$ cat config.mk
export PLATFORM = sky130hd
export DESIGN_NAME = cnn_stream_sequencer_flat
export DESIGN_NICKNAME = d
export VERILOG_FILES = /design/src/rtl/cnn_stream_sequencer_if.sv /design/src/rtl/cnn_stream_sequencer.sv /design/src/flat_wrapper.sv
export SDC_FILE = /design/constraint.sdc
export NUM_CORES = 1
export LEC_CHECK = 0
export ABC_CLOCK_PERIOD_IN_PS = 2100
export CAP_MARGIN = 15
export CORE_MARGIN = 2
export CORE_UTILIZATION = 35
export CTS_BUF_LIST = sky130_fd_sc_hd__clkbuf_4 sky130_fd_sc_hd__clkbuf_8 sky130_fd_sc_hd__clkbuf_16
export DETAILED_ROUTE_END_ITERATION = 10
export PLACE_DENSITY = 0.75
export SLEW_MARGIN = 20
export SYNTH_ARGS = -nofsm -noshare
export SYNTH_HDL_FRONTEND = slang
export SYNTH_SLANG_ARGS = --single-unit
$ cat constraint.sdc
create_clock -name clock -period 2.1 [get_ports clock]
set_input_delay 0.42 -clock clock [delete_from_list [all_inputs] [get_ports clock]]
set_output_delay 0.42 -clock clock [all_outputs]
set_load 0.01 [all_outputs]
$ cat src/rtl/cnn_stream_sequencer_if.sv
// Bundle of the host word stream, pipeline image port, weight write port
// and frame status signals around the CNN stream sequencer.
interface cnn_stream_sequencer_if #(
  parameter int NUM_WEIGHTS = 126,
  parameter int WEIGHT_BITS = 8
);
  localparam int ADDR_W = (NUM_WEIGHTS > 1) ? $clog2(NUM_WEIGHTS) : 1;

  logic [31:0]            in_data;
  logic                   in_valid;
  logic                   upstream_stall;
  logic [31:0]            dp_data;
  logic                   dp_valid;
  logic                   dp_row_last;
  logic                   dp_stall;
  logic                   wt_wr_en;
  logic [ADDR_W-1:0]      wt_wr_addr;
  logic [WEIGHT_BITS-1:0] wt_wr_data;
  logic                   frame_done;
  logic                   busy;
  logic                   cmd_err;

  // Host side: drives words and pipeline feedback, observes the sequencer.
  modport master (
    output in_data, in_valid, dp_stall, frame_done,
    input  upstream_stall, dp_data, dp_valid, dp_row_last,
           wt_wr_en, wt_wr_addr, wt_wr_data, busy, cmd_err
  );

  // Sequencer side.
  modport slave (
    input  in_data, in_valid, dp_stall, frame_done,
    output upstream_stall, dp_data, dp_valid, dp_row_last,
           wt_wr_en, wt_wr_addr, wt_wr_data, busy, cmd_err
  );
endinterface

$ cat src/rtl/cnn_stream_sequencer.sv
// Front-end controller for the CNN pipeline: decodes host header words,
// streams kernel weights into the weight register file one field per cycle,
// passes image words to the pipeline with a last-row marker, and caps the
// number of frames in flight.
module cnn_stream_sequencer #(
  parameter int WIDTH           = 28,
  parameter int HEIGHT          = 28,
  parameter int VALUES_PER_WORD = 1,
  parameter int WEIGHT_BITS     = 8,
  parameter int NUM_WEIGHTS     = 126,
  parameter int MAX_INFLIGHT    = 2
) (
  input  logic                 clock,
  input  logic                 reset,
  cnn_stream_sequencer_if.slave bus
);
  localparam int ADDR_W  = (NUM_WEIGHTS > 1) ? $clog2(NUM_WEIGHTS) : 1;
  localparam int FPW     = 32 / WEIGHT_BITS;
  localparam int FCNT_W  = (FPW > 1) ? $clog2(FPW) : 1;
  localparam int WPR     = (WIDTH + VALUES_PER_WORD - 1) / VALUES_PER_WORD;
  localparam int COL_W   = (WPR > 1) ? $clog2(WPR) : 1;
  localparam int ROW_W   = (HEIGHT > 1) ? $clog2(HEIGHT) : 1;
  localparam int INF_W   = $clog2(MAX_INFLIGHT + 1);

  localparam logic [1:0]        OP_NOP    = 2'b00;
  localparam logic [1:0]        OP_LOAD   = 2'b01;
  localparam logic [1:0]        OP_IMAGE  = 2'b10;
  localparam logic [16:0]       MAX_N     = 17'(NUM_WEIGHTS);
  localparam logic [INF_W-1:0]  INF_MAX   = INF_W'(MAX_INFLIGHT);
  localparam logic [FCNT_W-1:0] FCNT_LAST = FCNT_W'(FPW - 1);
  localparam logic [COL_W-1:0]  COL_LAST  = COL_W'(WPR - 1);
  localparam logic [ROW_W-1:0]  ROW_LAST  = ROW_W'(HEIGHT - 1);

  typedef enum logic [1:0] {ST_IDLE, ST_LOAD, ST_FRAME} state_t;

  state_t                 state_q, state_d;
  logic [FCNT_W-1:0]      fcnt_q, fcnt_d;
  logic [ADDR_W-1:0]      waddr_q, waddr_d;
  logic [ADDR_W-1:0]      nlast_q, nlast_d;
  logic [COL_W-1:0]       col_q, col_d;
  logic [ROW_W-1:0]       row_q, row_d;
  logic [INF_W-1:0]       inflight_q;
  logic                   wt_en_q;
  logic [ADDR_W-1:0]      wt_addr_q;
  logic [WEIGHT_BITS-1:0] wt_data_q;
  logic                   cmd_err_q;

  logic                   stall;
  logic                   dp_valid;
  logic                   img_start;
  logic                   err;
  logic                   wt_sel;
  logic                   dec;
  logic [1:0]             op;
  logic [15:0]            hdr_n;
  logic [31:0]            shifted;
  logic [WEIGHT_BITS-1:0] field;

  assign op      = bus.in_data[31:30];
  assign hdr_n   = bus.in_data[15:0];
  assign shifted = bus.in_data >> (int'(fcnt_q) * WEIGHT_BITS);
  assign field   = shifted[WEIGHT_BITS-1:0];
  assign dec     = bus.frame_done && (inflight_q != '0);

  // Next-state, counter updates, handshake and strobes for the current state.
  always_comb begin
    state_d   = state_q;
    fcnt_d    = fcnt_q;
    waddr_d   = waddr_q;
    nlast_d   = nlast_q;
    col_d     = col_q;
    row_d     = row_q;
    stall     = 1'b0;
    dp_valid  = 1'b0;
    img_start = 1'b0;
    err       = 1'b0;
    wt_sel    = 1'b0;
    case (state_q)
      ST_IDLE: begin
        if (bus.in_valid) begin
          if (op == OP_IMAGE && inflight_q == INF_MAX) stall = 1'b1;
          if (op == OP_LOAD && inflight_q != '0) stall = 1'b1;
          if (!stall) begin
            case (op)
              OP_NOP: ;
              OP_LOAD: begin
                if (hdr_n == 16'd0) begin
                end else if ({1'b0, hdr_n} > MAX_N) begin
                  err = 1'b1;
                end else begin
                  state_d = ST_LOAD;
                  waddr_d = '0;
                  fcnt_d  = '0;
                  nlast_d = ADDR_W'(hdr_n - 16'd1);
                end
              end
              OP_IMAGE: begin
                state_d   = ST_FRAME;
                img_start = 1'b1;
                col_d     = '0;
                row_d     = '0;
              end
              default: err = 1'b1;
            endcase
          end
        end
      end
      ST_LOAD: begin
        if (bus.in_valid) begin
          wt_sel  = 1'b1;
          waddr_d = waddr_q + ADDR_W'(1);
          if (waddr_q == nlast_q || fcnt_q == FCNT_LAST) begin
            fcnt_d = '0;
          end else begin
            stall  = 1'b1;
            fcnt_d = fcnt_q + FCNT_W'(1);
          end
          if (waddr_q == nlast_q) state_d = ST_IDLE;
        end
      end
      ST_FRAME: begin
        dp_valid = bus.in_valid;
        stall    = bus.dp_stall;
        if (bus.in_valid && !bus.dp_stall) begin
          if (col_q == COL_LAST) begin
            col_d = '0;
            if (row_q == ROW_LAST) begin
              row_d   = '0;
              state_d = ST_IDLE;
            end else begin
              row_d = row_q + ROW_W'(1);
            end
          end else begin
            col_d = col_q + COL_W'(1);
          end
        end
      end
      default: state_d = ST_IDLE;
    endcase
  end

  // State and counter registers.
  always_ff @(posedge clock) begin
    if (reset) begin
      state_q <= ST_IDLE;
      fcnt_q  <= '0;
      waddr_q <= '0;
      nlast_q <= '0;
      col_q   <= '0;
      row_q   <= '0;
    end else begin
      state_q <= state_d;
      fcnt_q  <= fcnt_d;
      waddr_q <= waddr_d;
      nlast_q <= nlast_d;
      col_q   <= col_d;
      row_q   <= row_d;
    end
  end

  // Registered weight write port and error pulse.
  always_ff @(posedge clock) begin
    if (reset) begin
      wt_en_q   <= 1'b0;
      wt_addr_q <= '0;
      wt_data_q <= '0;
      cmd_err_q <= 1'b0;
    end else begin
      wt_en_q   <= wt_sel;
      cmd_err_q <= err;
      if (wt_sel) begin
        wt_addr_q <= waddr_q;
        wt_data_q <= field;
      end
    end
  end

  // Frames accepted but not yet reported done; a simultaneous start and done cancel.
  always_ff @(posedge clock) begin
    if (reset) begin
      inflight_q <= '0;
    end else if (img_start && !dec) begin
      inflight_q <= inflight_q + INF_W'(1);
    end else if (dec && !img_start) begin
      inflight_q <= inflight_q - INF_W'(1);
    end
  end

  assign bus.upstream_stall = stall;
  assign bus.dp_data        = bus.in_data;
  assign bus.dp_valid       = dp_valid;
  assign bus.dp_row_last    = (state_q == ST_FRAME) && (row_q == ROW_LAST);
  assign bus.wt_wr_en       = wt_en_q;
  assign bus.wt_wr_addr     = wt_addr_q;
  assign bus.wt_wr_data     = wt_data_q;
  assign bus.busy           = (state_q != ST_IDLE) || (inflight_q != '0);
  assign bus.cmd_err        = cmd_err_q;
endmodule

$ cat src/flat_wrapper.sv
// flat-port wrapper written by rule: the top's interface ports become plain ports
module cnn_stream_sequencer_flat 
#(
  parameter int WIDTH           = 28,
  parameter int HEIGHT          = 28,
  parameter int VALUES_PER_WORD = 1,
  parameter int WEIGHT_BITS     = 8,
  parameter int NUM_WEIGHTS     = 126,
  parameter int MAX_INFLIGHT    = 2
)
  (clock, reset, bus_in_data, bus_in_valid, bus_dp_stall, bus_frame_done, bus_upstream_stall, bus_dp_data, bus_dp_valid, bus_dp_row_last, bus_wt_wr_en, bus_wt_wr_addr, bus_wt_wr_data, bus_busy, bus_cmd_err);
  cnn_stream_sequencer_if #(.NUM_WEIGHTS(NUM_WEIGHTS), .WEIGHT_BITS(WEIGHT_BITS)) bus_i ();
  input  logic clock;
  input  logic reset;
  input wire logic [$bits(bus_i.in_data)-1:0] bus_in_data;
  input wire logic [$bits(bus_i.in_valid)-1:0] bus_in_valid;
  input wire logic [$bits(bus_i.dp_stall)-1:0] bus_dp_stall;
  input wire logic [$bits(bus_i.frame_done)-1:0] bus_frame_done;
  output wire logic [$bits(bus_i.upstream_stall)-1:0] bus_upstream_stall;
  output wire logic [$bits(bus_i.dp_data)-1:0] bus_dp_data;
  output wire logic [$bits(bus_i.dp_valid)-1:0] bus_dp_valid;
  output wire logic [$bits(bus_i.dp_row_last)-1:0] bus_dp_row_last;
  output wire logic [$bits(bus_i.wt_wr_en)-1:0] bus_wt_wr_en;
  output wire logic [$bits(bus_i.wt_wr_addr)-1:0] bus_wt_wr_addr;
  output wire logic [$bits(bus_i.wt_wr_data)-1:0] bus_wt_wr_data;
  output wire logic [$bits(bus_i.busy)-1:0] bus_busy;
  output wire logic [$bits(bus_i.cmd_err)-1:0] bus_cmd_err;
  assign bus_i.in_data = bus_in_data;
  assign bus_i.in_valid = bus_in_valid;
  assign bus_i.dp_stall = bus_dp_stall;
  assign bus_i.frame_done = bus_frame_done;
  assign bus_upstream_stall = bus_i.upstream_stall;
  assign bus_dp_data = bus_i.dp_data;
  assign bus_dp_valid = bus_i.dp_valid;
  assign bus_dp_row_last = bus_i.dp_row_last;
  assign bus_wt_wr_en = bus_i.wt_wr_en;
  assign bus_wt_wr_addr = bus_i.wt_wr_addr;
  assign bus_wt_wr_data = bus_i.wt_wr_data;
  assign bus_busy = bus_i.busy;
  assign bus_cmd_err = bus_i.cmd_err;
  cnn_stream_sequencer #(.WIDTH(WIDTH), .HEIGHT(HEIGHT), .VALUES_PER_WORD(VALUES_PER_WORD), .WEIGHT_BITS(WEIGHT_BITS), .NUM_WEIGHTS(NUM_WEIGHTS), .MAX_INFLIGHT(MAX_INFLIGHT)) u_core (.clock(clock), .reset(reset), .bus(bus_i));
endmodule
==> results.yml <==
status:
  status: "finished, violations left"
  violations: "negative setup slack"
worst_setup_path:
  cp_cell_sequence: "clkdlybuf4s50_1 > inv_2 > ha_1 > a31o_2 > or3_1 > or4_1 > a211oi_2"
  cp_top_family: "simple AND/OR/NAND/NOR gates"
  critPathMaxFanout: 3
  end_kind: "flop"
  critPathKind: "input pin to flop"
  slowest_stage: "clkdlybuf4s50_1"
  r2r_slack_ns: 0.02
  critPathBufInv: 2
  startpoint_type: "input pin"
  required_ns: 2.30
  max_stage_delay_ns: 0.50
  crit_arrival_ns: 2.40
route:
  drt_iter0_markers: 93
  drt_first_pass_iters: 4
  wl_um: 8270
  postRouteAntennaNets: 0
  drc: 0
  num_vias: 2870
  wl_per_cell_um: 14.8
  viasPerCell: 5.13
grt:
  antenna_found_initial: 0
  grt_pass1_vias: 3021
  grt.total_usage: 0.196
  grt_overflow: 0
  grt_pass1_wl_um: 13700
  grt_max_degree: 18
floorplan:
  die_area_um2: 8650
  start_util: 0.361
  die_x_um: 93.0
  rows: 32
  core_area_um2: 7690
  ios: 90
  die_y_um: 93.0
sta:
  setup_slack_ns: -0.101
  fin_crit_ns: 2.20
  max_freq_mhz: 454
  maxSlewViolCount: 0
  rsz0062_at_grt: "yes"
  slew_headroom: 0.750
  whs_ns: 0.459
  setup_viol: 2
  finalClockSkew_ns: 0.00998
  final.period_utilization: 1.05
  worstMarginPinSlew_ns: 0.370
  hold_viol: 0
  fin_tns_setup_ns: -0.196
placed_design:
  dp_hpwl_um: 6300
  dpl.cell_count: 541
  placedInstanceArea_um2: 4010
  gp_congestion: 0.900
  portBuffers: 89
  place_ws_ns: -0.817
power_and_ir_drop:
  cellPowerDensity_nw_per_um2: 511
  pwr-share-seq: 0.431
  p_clk_frac: 0.253
  sw_frac_of_total: 0.289
  ir_drop_v: 0.000246
  finalPower_mw: 2.19
  p_sw_mw: 0.631
  p_leak_nw: 1.60
  combPwrFrac: 0.316
  p_int_mw: 1.55
clock_tree:
  cts_root_buf: "clkbuf_8"
  clock_latency_ns: 0.30
  cts_sinks: 47
  cts_max_level: 2
  cts_tree: "yes"
  clockBufferDepth: 2
  clk_pin_slew_worst_paths_ns: 0.09
  cts_made_buffers: 5
hold_path:
  hp-class: "flop to flop"
cells_and_area:
  layout-drive-gt1-share: 0.269
  final_util: 0.557
  seqCellArea_um2: 948
  fillCellCount: 688
  stdcell_count: 560
  n_antenna_cell: 0
  fin_nets: 502
  final_area_um2: 4280
  area_growth_pct: 54.3
  multi_input_area_um2: 1640
synth:
  avgSynthCellArea_um2: 8.33
  synth-edff-count: 0
  yosysSeqAreaShare: 0.339
  ys_ff_latch: 47
  yosysUniqueCellTypes: 42
  async_flop_share: 0
  yosysWarnings: 0
  ys.flop_type: "dfxtp_1"
  synth_cells: 333
  synthesis.area_um2: 2770
  syn-num-nets: 378
job:
  drv_cap: 0
==> sequential cells by signal, summed over array words and instances (netlist names) <==
signal / cells
u_core.bus.cmd_err: 1
u_core.bus.wt_wr_addr: 7
u_core.bus.wt_wr_data: 8
u_core.bus.wt_wr_en: 1
u_core.col_q: 5
u_core.fcnt_q: 2
u_core.inflight_q: 2
u_core.nlast_q: 7
u_core.row_q: 5
u_core.state_q: 2
u_core.waddr_q: 7
==> timing repair <==
action | in CTS | in global routing
gates resized for setup | 24 | 23
pin swaps | 10 | 10
hold buffers | 0 | 0
endpoints found under the setup margin | 17 | 25
gates cloned | 0 | 1
setup buffers | 9 | 1
==> per-layer routing <==
| metal | track usage | routed length (um) |
|---|---|---|
| met1 | 0.229 | 3320 |
| met2 | 0.346 | 4220 |
| met3 | 0.0524 | 532 |
| met4 | 0.0662 | 193 |
| met5 | 0 | 0 |
==> cell type report <==
type	instances	share of cell area
Inverter	9	0.00789
Clock buffer	6	0.0178
Sequential cell	47	0.222
Multi-Input combinational cell	233	0.382
Timing Repair Buffer	161	0.338
Tap cell	102	0.0298
Clock inverter	2	0.00292
==> path summary, 6_finish.rpt <==
kind,startpoint,endpoint,cells after the start
worst max-delay path,bus_in_data[0],u_core.state_q[0],7
worst min-delay path,u_core.bus.wt_wr_addr[2],u_core.bus.wt_wr_addr[2],2
worst max register to register,u_core.col_q[1],u_core.row_q[3],6
worst min register to register,u_core.bus.wt_wr_addr[2],u_core.bus.wt_wr_addr[2],2
==> power by group through the flow <==
| stage | Clock (mW) | Sequential (mW) | Combinational (mW) |
|---|---|---|---|
| after CTS | 0.568 | 0.936 | 0.641 |
| final | 0.553 | 0.942 | 0.691 |
| after global routing | 0.604 | 0.944 | 0.741 |
| after floorplan | 0 | 0.953 | 0.278 |
| after detailed placement | 0 | 0.955 | 0.601 |
| after global placement | 0 | 0.955 | 0.590 |
==> cells by family after synthesis <==
family	Yosys count	synth area share
simple gates	125	0.227
buf+inv	54	0.116
xor+xnor	16	0.0505
mux	11	0.0758
fa+ha+maj	8	0.0361
flops	47	0.339
compound gates	72	0.155
==> layout by cell type, fill, tap and decap left out, types with 3 or more instances in the layout <==
master	n
clkdlybuf4s50_1	80
buf_4	67
dfxtp_1	41
a21oi_1	37
nand2_1	36
nor2_1	21
nor3_1	11
nand3_1	10
o21ai_0	9
a211oi_1	9
xnor2_1	8
xor2_1	8
nand2b_1	8
mux4_2	8
inv_1	6
dfxtp_2	6
ha_1	5
clkbuf_8	5
dlygate4sd2_1	5
or3_1	4
buf_6	4
inv_2	3
nand4_1	3
nand4b_1	3
mux2i_1	3
and2_1	3
o32ai_1	3
==> worst register-to-register path: cells and delay by family (launching register included) <==
kind | cells | cell delay (ns)
simple gates | 3 | 0.97
compound gates | 2 | 0.53
flops | 1 | 0.37
fa+ha+maj | 1 | 0.15
==> synthesized netlist by cell type (4+ instances only) <==
master | n | share of area
nor2_1 | 23 | 0.031
nand3_1 | 10 | 0.018
xor2_1 | 8 | 0.025
o21ai_0 | 10 | 0.018
mux4_2 | 8 | 0.065
ha_1 | 8 | 0.036
a21oi_1 | 39 | 0.070
clkbuf_1 | 12 | 0.016
inv_1 | 8 | 0.011
a211oi_1 | 11 | 0.030
nand2_1 | 38 | 0.051
or3_1 | 4 | 0.0090
xnor2_1 | 8 | 0.025
dfxtp_1 | 47 | 0.34
buf_4 | 32 | 0.087
nor3_1 | 13 | 0.023
nand2b_1 | 11 | 0.025
Power figures use the tool's default switching activity.
